$ cat src/rtl/load_store_unit_if.sv
// Request/response handshake plus dataMemory pins between the CPU-side environment and the LSU.
// master = CPU + data memory side, slave = load_store_unit.
interface load_store_unit_if;
  logic        req_valid;
  logic        req_ready;
  logic        req_write;
  logic [1:0]  req_size;
  logic        req_signed;
  logic [31:0] req_addr;
  logic [31:0] req_wdata;
  logic        resp_valid;
  logic        resp_ready;
  logic [31:0] resp_rdata;
  logic        resp_err;
  logic [31:0] mem_address;
  logic [31:0] mem_dataIn;
  logic        mem_writeEnable;
  logic [31:0] mem_dataOut;

  modport master (
    output req_valid, req_write, req_size, req_signed, req_addr, req_wdata,
    output resp_ready, mem_dataOut,
    input  req_ready, resp_valid, resp_rdata, resp_err,
    input  mem_address, mem_dataIn, mem_writeEnable
  );

  modport slave (
    input  req_valid, req_write, req_size, req_signed, req_addr, req_wdata,
    input  resp_ready, mem_dataOut,
    output req_ready, resp_valid, resp_rdata, resp_err,
    output mem_address, mem_dataIn, mem_writeEnable
  );
endinterface

$ cat src/rtl/load_store_unit.sv
// Data-memory initiator: byte/half/word loads and stores, big-endian lanes, read-modify-write sub-word stores.
// Optional macro LSU_BOUNDS_CHECK_EN rejects word addresses outside [BASE, BASE+4*DEPTH_WORDS).
module load_store_unit #(
  parameter logic [31:0] BASE        = 32'h0000_0000,
  parameter int unsigned DEPTH_WORDS = 1024
) (
  input logic              clk,
  input logic              rst_n,
  load_store_unit_if.slave bus
);

  localparam int unsigned DW   = 32;
  localparam logic [DW-1:0] SPAN = DW'(4 * DEPTH_WORDS);
`ifdef LSU_BOUNDS_CHECK_EN
  localparam bit BOUNDS_EN = 1'b1;
`else
  localparam bit BOUNDS_EN = 1'b0;
`endif

  localparam logic [1:0] SZ_BYTE = 2'b00;
  localparam logic [1:0] SZ_HALF = 2'b01;
  localparam logic [1:0] SZ_WORD = 2'b10;

  typedef enum logic [1:0] {S_IDLE, S_READ, S_WRITE, S_RESP} state_t;

  state_t        r_state, w_state_nxt;
  logic          r_write, w_write_nxt;
  logic [1:0]    r_size, w_size_nxt;
  logic          r_signed, w_signed_nxt;
  logic [1:0]    r_lane, w_lane_nxt;
  logic [15:0]   r_wdata, w_wdata_nxt;
  logic          r_req_ready, w_req_ready_nxt;
  logic          r_resp_valid, w_resp_valid_nxt;
  logic          r_resp_err, w_resp_err_nxt;
  logic [DW-1:0] r_resp_rdata, w_resp_rdata_nxt;
  logic [DW-1:0] r_mem_address, w_mem_address_nxt;
  logic [DW-1:0] r_mem_dataIn, w_mem_dataIn_nxt;
  logic          r_mem_we, w_mem_we_nxt;

  logic [DW-1:0] w_word_addr;
  logic          w_misaligned;
  logic          w_out_of_range;
  logic          w_bad;

  // Right-justify the addressed lane and extend it.
  function automatic logic [DW-1:0] extract(input logic [DW-1:0] w, input logic [1:0] sz,
                                            input logic [1:0] lane, input logic sgn);
    logic [7:0]  b;
    logic [15:0] h;
    case (lane)
      2'b00:   b = w[31:24];
      2'b01:   b = w[23:16];
      2'b10:   b = w[15:8];
      default: b = w[7:0];
    endcase
    h = lane[1] ? w[15:0] : w[31:16];
    case (sz)
      SZ_BYTE: extract = {{24{sgn & b[7]}}, b};
      SZ_HALF: extract = {{16{sgn & h[15]}}, h};
      default: extract = w;
    endcase
  endfunction

  // Replace the addressed lane of the fetched word with store data.
  function automatic logic [DW-1:0] merge(input logic [DW-1:0] w, input logic [1:0] sz,
                                          input logic [1:0] lane, input logic [15:0] d);
    logic [DW-1:0] m;
    m = w;
    if (sz == SZ_BYTE) begin
      case (lane)
        2'b00:   m[31:24] = d[7:0];
        2'b01:   m[23:16] = d[7:0];
        2'b10:   m[15:8]  = d[7:0];
        default: m[7:0]   = d[7:0];
      endcase
    end else if (sz == SZ_HALF) begin
      if (lane[1]) m[15:0] = d;
      else         m[31:16] = d;
    end
    merge = m;
  endfunction

  assign w_word_addr    = {bus.req_addr[31:2], 2'b00};
  assign w_misaligned   = (bus.req_size == 2'b11) ||
                          ((bus.req_size == SZ_HALF) && bus.req_addr[0]) ||
                          ((bus.req_size == SZ_WORD) && (bus.req_addr[1:0] != 2'b00));
  // Single unsigned compare: addresses below BASE wrap to a large offset.
  assign w_out_of_range = BOUNDS_EN && ((w_word_addr - BASE) >= SPAN);
  assign w_bad          = w_misaligned || w_out_of_range;

  always_ff @(posedge clk or negedge rst_n) begin
    if (!rst_n) begin
      r_state       <= S_IDLE;
      r_write       <= 1'b0;
      r_size        <= 2'b00;
      r_signed      <= 1'b0;
      r_lane        <= 2'b00;
      r_wdata       <= 16'h0000;
      r_req_ready   <= 1'b1;
      r_resp_valid  <= 1'b0;
      r_resp_err    <= 1'b0;
      r_resp_rdata  <= '0;
      r_mem_address <= '0;
      r_mem_dataIn  <= '0;
      r_mem_we      <= 1'b0;
    end else begin
      r_state       <= w_state_nxt;
      r_write       <= w_write_nxt;
      r_size        <= w_size_nxt;
      r_signed      <= w_signed_nxt;
      r_lane        <= w_lane_nxt;
      r_wdata       <= w_wdata_nxt;
      r_req_ready   <= w_req_ready_nxt;
      r_resp_valid  <= w_resp_valid_nxt;
      r_resp_err    <= w_resp_err_nxt;
      r_resp_rdata  <= w_resp_rdata_nxt;
      r_mem_address <= w_mem_address_nxt;
      r_mem_dataIn  <= w_mem_dataIn_nxt;
      r_mem_we      <= w_mem_we_nxt;
    end
  end

  // Next-state and next registered outputs; each state's outputs are set on entry.
  always_comb begin
    w_state_nxt       = r_state;
    w_write_nxt       = r_write;
    w_size_nxt        = r_size;
    w_signed_nxt      = r_signed;
    w_lane_nxt        = r_lane;
    w_wdata_nxt       = r_wdata;
    w_req_ready_nxt   = r_req_ready;
    w_resp_valid_nxt  = r_resp_valid;
    w_resp_err_nxt    = r_resp_err;
    w_resp_rdata_nxt  = r_resp_rdata;
    w_mem_address_nxt = r_mem_address;
    w_mem_dataIn_nxt  = r_mem_dataIn;
    w_mem_we_nxt      = 1'b0;

    case (r_state)
      S_IDLE: begin
        if (bus.req_valid) begin
          w_write_nxt     = bus.req_write;
          w_size_nxt      = bus.req_size;
          w_signed_nxt    = bus.req_signed;
          w_lane_nxt      = bus.req_addr[1:0];
          w_wdata_nxt     = bus.req_wdata[15:0];
          w_req_ready_nxt = 1'b0;
          if (w_bad) begin
            w_state_nxt      = S_RESP;
            w_resp_valid_nxt = 1'b1;
            w_resp_err_nxt   = 1'b1;
            w_resp_rdata_nxt = '0;
          end else begin
            w_mem_address_nxt = w_word_addr;
            if (bus.req_write && (bus.req_size == SZ_WORD)) begin
              w_state_nxt      = S_WRITE;
              w_mem_we_nxt     = 1'b1;
              w_mem_dataIn_nxt = bus.req_wdata;
            end else begin
              w_state_nxt = S_READ;
            end
          end
        end
      end
      S_READ: begin
        if (r_write) begin
          w_state_nxt      = S_WRITE;
          w_mem_we_nxt     = 1'b1;
          w_mem_dataIn_nxt = merge(bus.mem_dataOut, r_size, r_lane, r_wdata);
        end else begin
          w_state_nxt      = S_RESP;
          w_resp_valid_nxt = 1'b1;
          w_resp_err_nxt   = 1'b0;
          w_resp_rdata_nxt = extract(bus.mem_dataOut, r_size, r_lane, r_signed);
        end
      end
      S_WRITE: begin
        w_state_nxt      = S_RESP;
        w_resp_valid_nxt = 1'b1;
        w_resp_err_nxt   = 1'b0;
        w_resp_rdata_nxt = '0;
      end
      S_RESP: begin
        if (bus.resp_ready) begin
          w_state_nxt      = S_IDLE;
          w_resp_valid_nxt = 1'b0;
          w_req_ready_nxt  = 1'b1;
        end
      end
      default: w_state_nxt = S_IDLE;
    endcase
  end

  assign bus.req_ready       = r_req_ready;
  assign bus.resp_valid      = r_resp_valid;
  assign bus.resp_err        = r_resp_err;
  assign bus.resp_rdata      = r_resp_rdata;
  assign bus.mem_address     = r_mem_address;
  assign bus.mem_dataIn      = r_mem_dataIn;
  assign bus.mem_writeEnable = r_mem_we;

endmodule

$ cat src/flat_wrapper.sv
// flat-port wrapper written by rule: the top's interface ports become plain ports
module load_store_unit_flat 
#(
  parameter logic [31:0] BASE        = 32'h0000_0000,
  parameter int unsigned DEPTH_WORDS = 1024
)
  (clk, rst_n, bus_req_valid, bus_req_write, bus_req_size, bus_req_signed, bus_req_addr, bus_req_wdata, bus_resp_ready, bus_mem_dataOut, bus_req_ready, bus_resp_valid, bus_resp_rdata, bus_resp_err, bus_mem_address, bus_mem_dataIn, bus_mem_writeEnable);
  load_store_unit_if bus_i ();
  input logic clk;
  input logic rst_n;
  input wire logic [$bits(bus_i.req_valid)-1:0] bus_req_valid;
  input wire logic [$bits(bus_i.req_write)-1:0] bus_req_write;
  input wire logic [$bits(bus_i.req_size)-1:0] bus_req_size;
  input wire logic [$bits(bus_i.req_signed)-1:0] bus_req_signed;
  input wire logic [$bits(bus_i.req_addr)-1:0] bus_req_addr;
  input wire logic [$bits(bus_i.req_wdata)-1:0] bus_req_wdata;
  input wire logic [$bits(bus_i.resp_ready)-1:0] bus_resp_ready;
  input wire logic [$bits(bus_i.mem_dataOut)-1:0] bus_mem_dataOut;
  output wire logic [$bits(bus_i.req_ready)-1:0] bus_req_ready;
  output wire logic [$bits(bus_i.resp_valid)-1:0] bus_resp_valid;
  output wire logic [$bits(bus_i.resp_rdata)-1:0] bus_resp_rdata;
  output wire logic [$bits(bus_i.resp_err)-1:0] bus_resp_err;
  output wire logic [$bits(bus_i.mem_address)-1:0] bus_mem_address;
  output wire logic [$bits(bus_i.mem_dataIn)-1:0] bus_mem_dataIn;
  output wire logic [$bits(bus_i.mem_writeEnable)-1:0] bus_mem_writeEnable;
  assign bus_i.req_valid = bus_req_valid;
  assign bus_i.req_write = bus_req_write;
  assign bus_i.req_size = bus_req_size;
  assign bus_i.req_signed = bus_req_signed;
  assign bus_i.req_addr = bus_req_addr;
  assign bus_i.req_wdata = bus_req_wdata;
  assign bus_i.resp_ready = bus_resp_ready;
  assign bus_i.mem_dataOut = bus_mem_dataOut;
  assign bus_req_ready = bus_i.req_ready;
  assign bus_resp_valid = bus_i.resp_valid;
  assign bus_resp_rdata = bus_i.resp_rdata;
  assign bus_resp_err = bus_i.resp_err;
  assign bus_mem_address = bus_i.mem_address;
  assign bus_mem_dataIn = bus_i.mem_dataIn;
  assign bus_mem_writeEnable = bus_i.mem_writeEnable;
  load_store_unit #(.BASE(BASE), .DEPTH_WORDS(DEPTH_WORDS)) u_core (.clk(clk), .rst_n(rst_n), .bus(bus_i));
endmodule
$ cat config.mk
export PLATFORM = sky130hd
export DESIGN_NAME = load_store_unit_flat
export DESIGN_NICKNAME = d
export VERILOG_FILES = /design/src/rtl/load_store_unit_if.sv /design/src/rtl/load_store_unit.sv /design/src/flat_wrapper.sv
export SDC_FILE = /design/constraint.sdc
export NUM_CORES = 1
export LEC_CHECK = 0
export CAP_MARGIN = 5
export CORE_MARGIN = 2
export CORE_UTILIZATION = 43
export DETAILED_ROUTE_END_ITERATION = 6
export PLACE_DENSITY = 0.83
export SKIP_LAST_GASP = 1
export SYNTH_ARGS = -nofsm -noshare
export SYNTH_HDL_FRONTEND = slang
export SYNTH_SLANG_ARGS = --single-unit
$ cat constraint.sdc
create_clock -name clk -period 2.1 [get_ports clk]
set_input_delay 0.42 -clock clk [delete_from_list [all_inputs] [get_ports clk]]
set_output_delay 0.42 -clock clk [all_outputs]
set_load 0.02 [all_outputs]
==> implementation parameters <==
Parameter                              Value

Status
  Status    complete, no violations

Clock tree
  Clock insertion delay at the later pin of the skew report    0.42 ns
  Clock input transition at the sequential cells of the worst setup and hold paths    0.06 ns
  CTS max path bufs    2
  Root cell of the clock tree    sky130_fd_sc_hd__clkbuf_16
  Post-CTS Setup Repair Bufs    0
  CTS tree    done
  CTS H-tree depth    4
  CTS Buf Count    17
  Total number of clock tree sinks    122

Timing
  Final worst-path cycle share    96.2%
  Clock period minus final worst setup slack    2.02 ns
  Setup violations, final    0
  Achievable frequency    495 MHz
  Transition at the pin with the smallest max-transition slack    0.501 ns
  Setup TNS    0 ns
  Slew Viols, Final    0
  Remaining max-slew budget at the tightest pin    66.5%
  Final clock skew    0.00961 ns
  Final worst setup slack    0.0789 ns
  Unrepaired setup endpoints after global routing    false
  Total count of hold-check failures in the final report    0
  Final hold slack    0.485 ns

Yosys
  Leading post-synthesis cells by cell area    sky130_fd_sc_hd__dfrtp_1 (47%), sky130_fd_sc_hd__mux2_2 (8.2%), sky130_fd_sc_hd__o21ai_0 (6.5%), sky130_fd_sc_hd__a22o_1 (2.6%), sky130_fd_sc_hd__nor2b_1 (2.5%)
  Summed instance area of the synthesized netlist    0.00643 mm2
  Fraction of registers with async set/reset    100%
  YS warnings    0
  Synth Flop Type    sky130_fd_sc_hd__dfrtp_1
  Synthesis-stage register bit count    122
  Number of flops mapped to enable cells by yosys    0
  Fraction of synthesized cell area taken by the top area cell type    47.1%
  Portion of the post-synthesis area used by sequential elements    47.5%
  Count of different cell masters after synthesis    60
  Dominant cell type by area after synthesis    sky130_fd_sc_hd__dfrtp_1
  Cell count after synthesis    621
  Synthesized area divided by synthesized cell count    10.4 um2

Drt
  Routed length on met2    10100 um
  Routed vias    5946
  Total Routed Length    20700 um
  Wire length on met1    8370 um
  Amount of wire on met3 after detailed routing    1600 um
  Detail-routed via count per cell    5.79
  First-pass detailed-route iteration total    5
  DRT antenna net count    0
  DRC Markers    0
  Topmost layer with routed signal wires    met5
  Starting DRT DRC Count    612
  Routed wire length per instance    20.1 um

Layout
  Number of fill cells in the layout    1145
  Share of layout cells above drive strength 1    16.5%
  Antenna Diode Count    0
  Final design utilization    64.9%
  Net count of the finished layout    939
  Area delta synth->final    47.3%

Placed design
  Pre-CTS worst setup slack    -0.243 ns
  HPWL reported at the end of detailed placement    15100 um
  Final weighted congestion of routability-driven global placement    0.903
  PortBufs    201

Pwr
  Pwr dens    1610 mW/mm2
  Total power    15.3 mW
  Maximum resistive drop on vdd    0.000814 V
  Lkg Pwr    3.96 nW

GRT
  Pin count of the biggest net entering global routing    49
  Initial antenna violation count    1
  Wire length of the first global-routing pass    32200 um
  Grt total ovfl    0
  Global-route usage over all layers    26.2%
  Vias in the first global route    5809

Floorplanning
  Area inside the core boundary    0.0146 mm2
  Row count    44
  Top-Level Pins    204
  Initial core utilization    44.1%
  Die area    0.0160 mm2
  Die height    126 um
  Die boundary width    126 um

Critical path
  Endpoint type of the worst setup path    flop
  Worst path required time    2.42 ns
  Arrival time of data at the critical path endpoint    2.34 ns
  Number of cells on the worst reg-to-reg path    8
  Critical Path Fanout Max    18
  Critical Path Source Type    flop
  Kind of critical path    flop to flop

Worst hold path
  Hold Crit Depth    2
  Hold WC Path Type    flop to flop

Job
  Max_cap viols    0
[worst max-delay path: stages (launching register included)]
cell and delay, ns:
sky130_fd_sc_hd__dfrtp_1 0.45, sky130_fd_sc_hd__inv_2 0.13, sky130_fd_sc_hd__ha_4 0.17, sky130_fd_sc_hd__nand2_4 0.04
sky130_fd_sc_hd__o41a_1 0.33, sky130_fd_sc_hd__or2_1 0.25, sky130_fd_sc_hd__buf_12 0.17, sky130_fd_sc_hd__buf_12 0.15
sky130_fd_sc_hd__o21ai_0 0.22
[flip-flops by register name, indices dropped and copies added (netlist names)]
name                        cells
u_core.r_wdata                 16
u_core.r_state                  2
u_core.bus.mem_address         30
u_core.r_write                  1
u_core.r_lane                   2
u_core.bus.req_ready            1
u_core.bus.mem_dataIn          32
u_core.r_size                   2
u_core.bus.mem_writeEnable      1
u_core.bus.resp_err             1
u_core.r_signed                 1
u_core.bus.resp_rdata          32
u_core.bus.resp_valid           1
[worst paths after layout]
path | from | endpoint | slack, ns
min reg2reg | u_core.bus.resp_rdata[6] | u_core.bus.resp_rdata[6] | 0.48
min in group asynchronous | rst_n | u_core.r_size[0] | 0.50
max | u_core.r_state[0] | u_core.bus.mem_dataIn[21] | 0.08
max reg2reg | u_core.r_state[0] | u_core.bus.mem_dataIn[21] | 0.08
min | u_core.bus.resp_rdata[6] | u_core.bus.resp_rdata[6] | 0.48
max in group asynchronous | rst_n | u_core.bus.resp_rdata[18] | 1.00
[routing by layer]
layer | track usage [%] | vias to the layer above
met5 | 0 | -
met4 | 9.83 | 2
met3 | 5.95 | 44
met2 | 43.2 | 315
met1 | 33.9 | 2859
li1 | - | 2726
[report_power, final]
group	total, mW	switching [mW]	internal [mW]
Sequential	4.30	0.827	3.47
Clock	2.84	1.07	1.77
Combinational	8.16	4.32	3.85
[timing repair]
item                                    4_1_cts  5_1_grt
endpoints found under the setup margin        0       27
hold endpoints to repair                     30        0
hold buffers                                  1        0
gates resized for setup                       0        8
[layout by cell type, fill, tap and decap left out, types with 3 or more instances in the layout]
master / instances
sky130_fd_sc_hd__o22ai_1: 7
sky130_fd_sc_hd__mux2_4: 5
sky130_fd_sc_hd__nor3_1: 21
sky130_fd_sc_hd__clkinv_2: 5
sky130_fd_sc_hd__o211ai_1: 3
sky130_fd_sc_hd__and3b_1: 7
sky130_fd_sc_hd__a221o_1: 7
sky130_fd_sc_hd__o21ai_0: 84
sky130_fd_sc_hd__o31ai_1: 8
sky130_fd_sc_hd__a211oi_1: 14
sky130_fd_sc_hd__nor2b_1: 26
sky130_fd_sc_hd__inv_1: 20
sky130_fd_sc_hd__a32oi_1: 6
sky130_fd_sc_hd__o32ai_1: 7
sky130_fd_sc_hd__o221ai_1: 3
sky130_fd_sc_hd__ha_1: 3
sky130_fd_sc_hd__a21o_1: 4
sky130_fd_sc_hd__mux2_2: 47
sky130_fd_sc_hd__nand2_1: 33
sky130_fd_sc_hd__dfrtp_1: 120
sky130_fd_sc_hd__buf_12: 9
sky130_fd_sc_hd__nand2b_1: 21
sky130_fd_sc_hd__buf_4: 32
sky130_fd_sc_hd__o31a_1: 3
sky130_fd_sc_hd__a221oi_1: 6
sky130_fd_sc_hd__a311oi_1: 15
sky130_fd_sc_hd__a21oi_1: 13
sky130_fd_sc_hd__clkbuf_16: 18
sky130_fd_sc_hd__a22o_1: 19
sky130_fd_sc_hd__clkdlybuf4s50_1: 200
sky130_fd_sc_hd__mux2i_1: 11
sky130_fd_sc_hd__nor2_1: 12
sky130_fd_sc_hd__clkinvlp_4: 3
sky130_fd_sc_hd__or2_2: 3
[kinds of logic after synthesis]
group / Yosys count / synth area share, %
buffers and inverters: 77 / 5.35
multiplexers: 63 / 11.1
flip-flops: 122 / 47.5
AND/OR/NAND/NOR: 138 / 11.7
other: 1 / 0.0583
adder cells (fa/ha/maj): 5 / 0.973
AO/OA/AOI/OAI: 215 / 23.3
[cell type report]
cell class / count / area, um2 / area share (%)
clock buffers: 20 / 447 / 4.71
clock inverters: 12 / 125 / 1.32
inverters: 22 / 82.6 / 0.872
multi-input cells: 423 / 3070 / 32.4
flip-flops and latches: 122 / 3060 / 32.2
well taps: 184 / 230 / 2.43
repair buffers: 244 / 2470 / 26.1
[synth_stat cells, drive strengths merged (12+ instances only)]
master / instances
dfrtp: 121
nor2: 12
nand2b: 21
mux2: 52
a311oi: 15
nor2b: 26
inv: 22
a211oi: 14
a21oi: 13
a22o: 19
nor3: 21
o21ai: 84
clkbuf: 38
nand2: 34
buf: 17
[through the flow]
step           cell area, um2  std cells
2_1_floorplan            6430        622
3_3_place_gp             8840        993
3_5_place_dp             8840        993
4_1_cts                  9420       1026
5_1_grt                  9480       1027
6_report                 9480       1027
Note: power is estimated with default switching activity, not from simulation.
